[src/rtl/ram_load_arbiter_if.sv]
// ram_load_arbiter_if: groups the loader stream, CPU hold/restart and RAM-bus
// signals that connect ram_load_arbiter to the loader and to control_module.
// The slave modport is the arbiter's view; the master modport is the
// surrounding system (loader, control_module, bus).
interface ram_load_arbiter_if #(
  parameter int DATA_W = 8
);
  // Loader byte stream
  logic              load_req;
  logic              byte_valid;
  logic [DATA_W-1:0] byte_data;
  logic              byte_last;
  logic              byte_ready;
  // CPU coordination
  logic              cpu_boundary;
  logic              cpu_hold;
  logic              cpu_rst_o;
  logic              load_gnt;
  // Shared bus and RAM strobes
  logic [DATA_W-1:0] bus_o;
  logic              bus_oe;
  logic              mai_o;
  logic              mi_o;
  logic              mo_o;
  logic [DATA_W-1:0] bus_i;
  // Status
  logic              done;
  logic              overflow;
  logic              verify_err;

  modport slave (
    input  load_req, byte_valid, byte_data, byte_last, cpu_boundary, bus_i,
    output byte_ready, cpu_hold, cpu_rst_o, load_gnt, bus_o, bus_oe,
           mai_o, mi_o, mo_o, done, overflow, verify_err
  );

  modport master (
    output load_req, byte_valid, byte_data, byte_last, cpu_boundary, bus_i,
    input  byte_ready, cpu_hold, cpu_rst_o, load_gnt, bus_o, bus_oe,
           mai_o, mi_o, mo_o, done, overflow, verify_err
  );
endinterface

[src/rtl/ram_load_arbiter.sv]
// ram_load_arbiter: lets an external program loader take the CPU bus between
// instructions, write a byte stream into RAM through the MAR/RAM strobes and
// restart the CPU afterwards.
// Optional feature macro: READBACK_VERIFY_EN adds a CHECK state that reads each
// written byte back over the bus and flags mismatches in verify_err.
module ram_load_arbiter #(
  parameter int ADDR_W    = 4,
  parameter int DATA_W    = 8,
  parameter int MEM_DEPTH = 16
) (
  input logic               clk,
  input logic               rst,
  ram_load_arbiter_if.slave lb
);

  localparam logic [2:0] S_IDLE     = 3'd0;
  localparam logic [2:0] S_WAIT_BND = 3'd1;
  localparam logic [2:0] S_GRANT    = 3'd2;
  localparam logic [2:0] S_WR_ADDR  = 3'd3;
  localparam logic [2:0] S_WR_DATA  = 3'd4;
  localparam logic [2:0] S_DONE     = 3'd5;
`ifdef READBACK_VERIFY_EN
  localparam logic [2:0] S_CHECK    = 3'd6;
`endif

  localparam logic [ADDR_W-1:0] LAST_ADDR = ADDR_W'(MEM_DEPTH - 1);

  logic [2:0]        state_q, state_d;
  logic [ADDR_W-1:0] addr_q, addr_d;
  logic [DATA_W-1:0] byte_q, byte_d;
  logic              last_q, last_d;
  logic              overflow_q, overflow_d;
  logic              write_end;
`ifdef READBACK_VERIFY_EN
  logic              verify_err_q, verify_err_d;
`endif

  // The state that finishes one byte and decides what comes next.
`ifdef READBACK_VERIFY_EN
  assign write_end = (state_q == S_CHECK);
`else
  assign write_end = (state_q == S_WR_DATA);
`endif

  // Next-state and datapath update logic.
  always_comb begin
    // NOTE: every signal assigned here gets a default first so no path leaves
    // it unassigned, which would otherwise infer a latch.
    state_d    = state_q;
    addr_d     = addr_q;
    byte_d     = byte_q;
    last_d     = last_q;
    overflow_d = overflow_q;
`ifdef READBACK_VERIFY_EN
    verify_err_d = verify_err_q;
`endif

    case (state_q)
      S_IDLE: begin
        if (lb.load_req) begin
          state_d    = S_WAIT_BND;
          addr_d     = '0;
          overflow_d = 1'b0;
`ifdef READBACK_VERIFY_EN
          verify_err_d = 1'b0;
`endif
        end
      end
      S_WAIT_BND: begin
        if (!lb.load_req)         state_d = S_IDLE;
        else if (lb.cpu_boundary) state_d = S_GRANT;
      end
      S_GRANT: begin
        // A byte offered in the same cycle load_req drops is still taken;
        // the abort then happens on the return to GRANT.
        if (lb.byte_valid) begin
          byte_d  = lb.byte_data;
          last_d  = lb.byte_last;
          state_d = S_WR_ADDR;
        end else if (!lb.load_req) begin
          state_d = S_IDLE;
        end
      end
      S_WR_ADDR: state_d = S_WR_DATA;
`ifdef READBACK_VERIFY_EN
      S_WR_DATA: state_d = S_CHECK;
      S_CHECK: begin
        if (lb.bus_i != byte_q) verify_err_d = 1'b1;
      end
`endif
      S_DONE:    state_d = S_IDLE;
      default:   state_d = S_IDLE;
    endcase

    // End of a byte: finish on the last byte or when RAM is full, else move on.
    if (write_end) begin
      if (last_q) begin
        state_d = S_DONE;
      end else if (addr_q == LAST_ADDR) begin
        overflow_d = 1'b1;
        state_d    = S_DONE;
      end else begin
        addr_d  = addr_q + 1'b1;
        state_d = S_GRANT;
      end
    end
  end

  // State and datapath registers, asynchronously cleared.
  always_ff @(posedge clk or posedge rst) begin
    if (rst) begin
      state_q    <= S_IDLE;
      addr_q     <= '0;
      byte_q     <= '0;
      last_q     <= 1'b0;
      overflow_q <= 1'b0;
`ifdef READBACK_VERIFY_EN
      verify_err_q <= 1'b0;
`endif
    end else begin
      // NOTE: sequential state uses non-blocking assignments so every register
      // samples its pre-edge value regardless of statement order.
      state_q    <= state_d;
      addr_q     <= addr_d;
      byte_q     <= byte_d;
      last_q     <= last_d;
      overflow_q <= overflow_d;
`ifdef READBACK_VERIFY_EN
      verify_err_q <= verify_err_d;
`endif
    end
  end

  // Outputs decode from state alone, so reset clears them immediately.
  always_comb begin
    lb.cpu_hold   = (state_q != S_IDLE);
    lb.byte_ready = (state_q == S_GRANT);
    lb.load_gnt   = (state_q == S_GRANT) || (state_q == S_WR_ADDR) ||
                    (state_q == S_WR_DATA);
    lb.bus_oe     = (state_q == S_WR_ADDR) || (state_q == S_WR_DATA);
    lb.mai_o      = (state_q == S_WR_ADDR);
    lb.mi_o       = (state_q == S_WR_DATA);
    lb.mo_o       = 1'b0;
    lb.done       = (state_q == S_DONE);
    lb.cpu_rst_o  = (state_q == S_DONE);
    lb.bus_o      = '0;
    if (state_q == S_WR_ADDR) lb.bus_o = DATA_W'(addr_q);
    if (state_q == S_WR_DATA) lb.bus_o = byte_q;
`ifdef READBACK_VERIFY_EN
    if (state_q == S_CHECK) begin
      lb.load_gnt = 1'b1;
      lb.mo_o     = 1'b1;
    end
`endif
  end

  assign lb.overflow = overflow_q;
`ifdef READBACK_VERIFY_EN
  assign lb.verify_err = verify_err_q;
`else
  assign lb.verify_err = 1'b0;
`endif

endmodule

[src/flat_wrapper.sv]
// flat-port wrapper written by rule: the top's interface ports become plain ports
module ram_load_arbiter_flat 
#(
  parameter int ADDR_W    = 4,
  parameter int DATA_W    = 8,
  parameter int MEM_DEPTH = 16
)
  (clk, rst, lb_load_req, lb_byte_valid, lb_byte_data, lb_byte_last, lb_cpu_boundary, lb_bus_i, lb_byte_ready, lb_cpu_hold, lb_cpu_rst_o, lb_load_gnt, lb_bus_o, lb_bus_oe, lb_mai_o, lb_mi_o, lb_mo_o, lb_done, lb_overflow, lb_verify_err);
  ram_load_arbiter_if #(.DATA_W(DATA_W)) lb_i ();
  input logic clk;
  input logic rst;
  input wire logic [$bits(lb_i.load_req)-1:0] lb_load_req;
  input wire logic [$bits(lb_i.byte_valid)-1:0] lb_byte_valid;
  input wire logic [$bits(lb_i.byte_data)-1:0] lb_byte_data;
  input wire logic [$bits(lb_i.byte_last)-1:0] lb_byte_last;
  input wire logic [$bits(lb_i.cpu_boundary)-1:0] lb_cpu_boundary;
  input wire logic [$bits(lb_i.bus_i)-1:0] lb_bus_i;
  output wire logic [$bits(lb_i.byte_ready)-1:0] lb_byte_ready;
  output wire logic [$bits(lb_i.cpu_hold)-1:0] lb_cpu_hold;
  output wire logic [$bits(lb_i.cpu_rst_o)-1:0] lb_cpu_rst_o;
  output wire logic [$bits(lb_i.load_gnt)-1:0] lb_load_gnt;
  output wire logic [$bits(lb_i.bus_o)-1:0] lb_bus_o;
  output wire logic [$bits(lb_i.bus_oe)-1:0] lb_bus_oe;
  output wire logic [$bits(lb_i.mai_o)-1:0] lb_mai_o;
  output wire logic [$bits(lb_i.mi_o)-1:0] lb_mi_o;
  output wire logic [$bits(lb_i.mo_o)-1:0] lb_mo_o;
  output wire logic [$bits(lb_i.done)-1:0] lb_done;
  output wire logic [$bits(lb_i.overflow)-1:0] lb_overflow;
  output wire logic [$bits(lb_i.verify_err)-1:0] lb_verify_err;
  assign lb_i.load_req = lb_load_req;
  assign lb_i.byte_valid = lb_byte_valid;
  assign lb_i.byte_data = lb_byte_data;
  assign lb_i.byte_last = lb_byte_last;
  assign lb_i.cpu_boundary = lb_cpu_boundary;
  assign lb_i.bus_i = lb_bus_i;
  assign lb_byte_ready = lb_i.byte_ready;
  assign lb_cpu_hold = lb_i.cpu_hold;
  assign lb_cpu_rst_o = lb_i.cpu_rst_o;
  assign lb_load_gnt = lb_i.load_gnt;
  assign lb_bus_o = lb_i.bus_o;
  assign lb_bus_oe = lb_i.bus_oe;
  assign lb_mai_o = lb_i.mai_o;
  assign lb_mi_o = lb_i.mi_o;
  assign lb_mo_o = lb_i.mo_o;
  assign lb_done = lb_i.done;
  assign lb_overflow = lb_i.overflow;
  assign lb_verify_err = lb_i.verify_err;
  ram_load_arbiter #(.ADDR_W(ADDR_W), .DATA_W(DATA_W), .MEM_DEPTH(MEM_DEPTH)) u_core (.clk(clk), .rst(rst), .lb(lb_i));
endmodule
[config.mk]
export PLATFORM = sky130hd
export DESIGN_NAME = ram_load_arbiter_flat
export DESIGN_NICKNAME = d
export VERILOG_FILES = /design/src/rtl/ram_load_arbiter_if.sv /design/src/rtl/ram_load_arbiter.sv /design/src/flat_wrapper.sv
export SDC_FILE = /design/constraint.sdc
export NUM_CORES = 1
export LEC_CHECK = 0
export CAP_MARGIN = 20
export CORE_UTILIZATION = 40
export CTS_CLUSTER_SIZE = 12
export DETAILED_ROUTE_END_ITERATION = 16
export PLACE_DENSITY = 0.77
export SYNTH_ARGS = -nofsm -noshare
export SYNTH_HDL_FRONTEND = slang
export SYNTH_SLANG_ARGS = --single-unit
[constraint.sdc]
create_clock -name clk -period 2.5 [get_ports clk]
set_input_delay 0.375 -clock clk [delete_from_list [all_inputs] [get_ports clk]]
set_output_delay 0.375 -clock clk [all_outputs]
set_load 0.005 [all_outputs]
==> impl_metrics.ini <==
[outcome]
status = completed

[sta]
skew_ns = 0.00307
period_share = 0.935
fin_crit_ns = 2.34
final_hold_viol_count = 0
rsz0062_at_grt = no
slew_headroom = 0.574
worst_pin_slew_ns = 0.638
slew_violations = 0
max_freq_ghz = 0.428
setup_viol = 0
setup_tns_ns = 0

[synth]
synth_edf_count = 0
synth_fa_ha_area_frac = 0.0125
ys_seq_area_frac = 0.424
async_flop_share = 1.00
synth_top_cell_area_share = 0.424
synth-simple-area-share = 0.211
synthCells = 94
synth.area.mux_share = 0.111
synth_compound_area_frac = 0.150
synth_ff_type = dfrtp_1
synth_area_per_cell_um2 = 10.7
syn-cell-area_um2 = 1000
synth-warning-count = 0
synth_seq_cells = 17
synth_cell_type_count = 36
synth_xor_area_frac = 0.00874
synthTopCellsByArea = dfrtp_1 (42%), mux2_2 (10%), a22o_1 (4.4%), and2_1 (3.1%), buf_4 (2.2%)
synth_top_family_by_area = simple AND/OR/NAND/NOR gates
post-synth-top-area-cell = dfrtp_1

[clocking]
post-cts-setup-buffers = 0
htreeDepth = 1
numCtsBuffers = 3
cts_tree = done
ctsLongestPathBuffers = 2
path_clk_slew_ns = 0.10
postCtsHoldBufs = 0
cts-root-buf = clkbuf_4
clock_latency_ns = 0.29
cts_sinks = 17
cts_resized = 0

[critical_path]
r2r_setup_slack_ns = 0.83
worstPathArrival_ns = 1.96
worstSetupEndpointType = output port
critPathMaxFanout = 10
rr_worst_depth = 3
r2r_end = u_core.byte_q[7]
reg2reg_from = u_core.state_q[0]
path_class = register to output port
required_ns = 2.12
cp-start-kind = register

[pwr]
ir_drop_mv = 0.585
p_total_mw = 1.23
leakage_nw = 0.568
power_density_nw_per_um2 = 933

[routing]
top_layer_used = met4
firstDrtPassIters = 4
wl_met1_um = 908
dr_total_vias = 813
ant_nets = 0
drc_errors = 0
drtIter0Drc = 16
vias_per_cell = 5.46
wl_per_cell_um = 14.2
routed_wl_um = 2110
wl_met3_um = 104
route.met2.wl_um = 1080

[layout]
nets = 145
area_growth_pct = 31.3
utilization = 0.578
final_cell_mix = clkdlybuf4s50_1 (30), dfrtp_1 (17), mux2_2 (9)
drive_gt1_frac = 0.165
final_cell_count_no_fill = 149
final_common_cell = clkdlybuf4s50_1
diodes = 0

[grt]
grt_antenna_before_repair = 0
grt_pass1_vias = 834
track_usage = 0.186
grt_pass1_wl_um = 3750
grt_max_degree = 18
grt-ovfl-total = 0

[floorplanning]
die_height_um = 52.1
start_util = 0.440
ioPinCount = 41
dieArea_um2 = 2710
core_area_um2 = 2280
fp.dieW_um = 52.1
num_rows = 17

[placement]
io_buffers = 30
dp_cells = 145
dp_hpwl_um = 1610
gp_congestion = 0.788

[job]
max_cap_viol_count = 0

[hold_path]
min_path_type = primary input to async pin
state kept, by name (all words and copies together) (netlist names):
| register | cells |
|---|---|
| u_core.addr_q | 4 |
| u_core.byte_q | 8 |
| u_core.last_q | 1 |
| u_core.lb.overflow | 1 |
| u_core.state_q | 3 |
Yosys cell counts, types with 3 or more instances:
cell,number
dfrtp_1,17
mux2_2,9
a22o_1,5
and2_1,5
o21ai_0,4
and3_1,3
buf_2,3
buf_4,3
inv_1,3
nand2_1,3
nand3_1,3
o211ai_1,3
power breakdown:
group,internal (mW),leakage (nW),switching (mW)
Combinational,0.365,0.335,0.217
Sequential,0.383,0.215,0.114
Clock,0.0594,0.0177,0.0887
worst max path at each step:
stage	from	endpoint	slack, ns	depth (start not counted)
6_report	u_core.state_q[2]	lb_bus_oe	0.16	4
5_1_grt	u_core.state_q[0]	lb_bus_o[7]	0.03	4
4_1_cts	u_core.state_q[2]	lb_bus_oe	0.18	4
3_5_place_dp	u_core.state_q[2]	lb_bus_oe	0.53	4
3_3_place_gp	u_core.state_q[2]	lb_bus_oe	0.54	4
2_1_floorplan	u_core.state_q[1]	lb_bus_o[1]	0.88	4
routing by layer:
metal / vias to the layer above / GRT usage
met5: - / 0
met4: 0 / 0.0721
met1: 396 / 0.239
met2: 21 / 0.299
li1: 394 / -
met3: 2 / 0.0409
critical path, cell delays in order, from the launching register on:
cell	delay [ns]
dfrtp_1	0.51
inv_1	0.14
and3_1	0.26
or2_2	0.32
clkdlybuf4s50_1	0.45
layout make-up:
| cell class | count | area (um^2) |
|---|---|---|
| multi-input cells | 65 | 502 |
| repair buffers | 32 | 315 |
| clock buffers | 3 | 22.5 |
| fillers | 186 | 960 |
| well taps | 28 | 35.0 |
| clock inverters | 1 | 5.00 |
| inverters | 3 | 11.3 |
| flip-flops and latches | 17 | 425 |
per-stage QoR:
step | hold WS, ns | cell area, um^2 | worst slack (ns)
global placement | 0.465 | 1290 | 0.540
CTS | 0.476 | 1320 | 0.179
floorplan | 0.301 | 1010 | 0.882
finish | 0.458 | 1320 | 0.164
global route | 0.540 | 1320 | 0.0251
detailed placement | 0.472 | 1290 | 0.525
kinds of logic (layout without fill, tap and decap cells):
kind of cell | Yosys count | after routing
mux | 10 | 10
fa+ha+maj | 1 | 1
compound gates | 20 | 20
buf+inv | 13 | 39
xor+xnor | 1 | 1
flops | 17 | 17
simple gates | 31 | 31
other cells | 1 | 2
(Power assumes the default switching activity.)
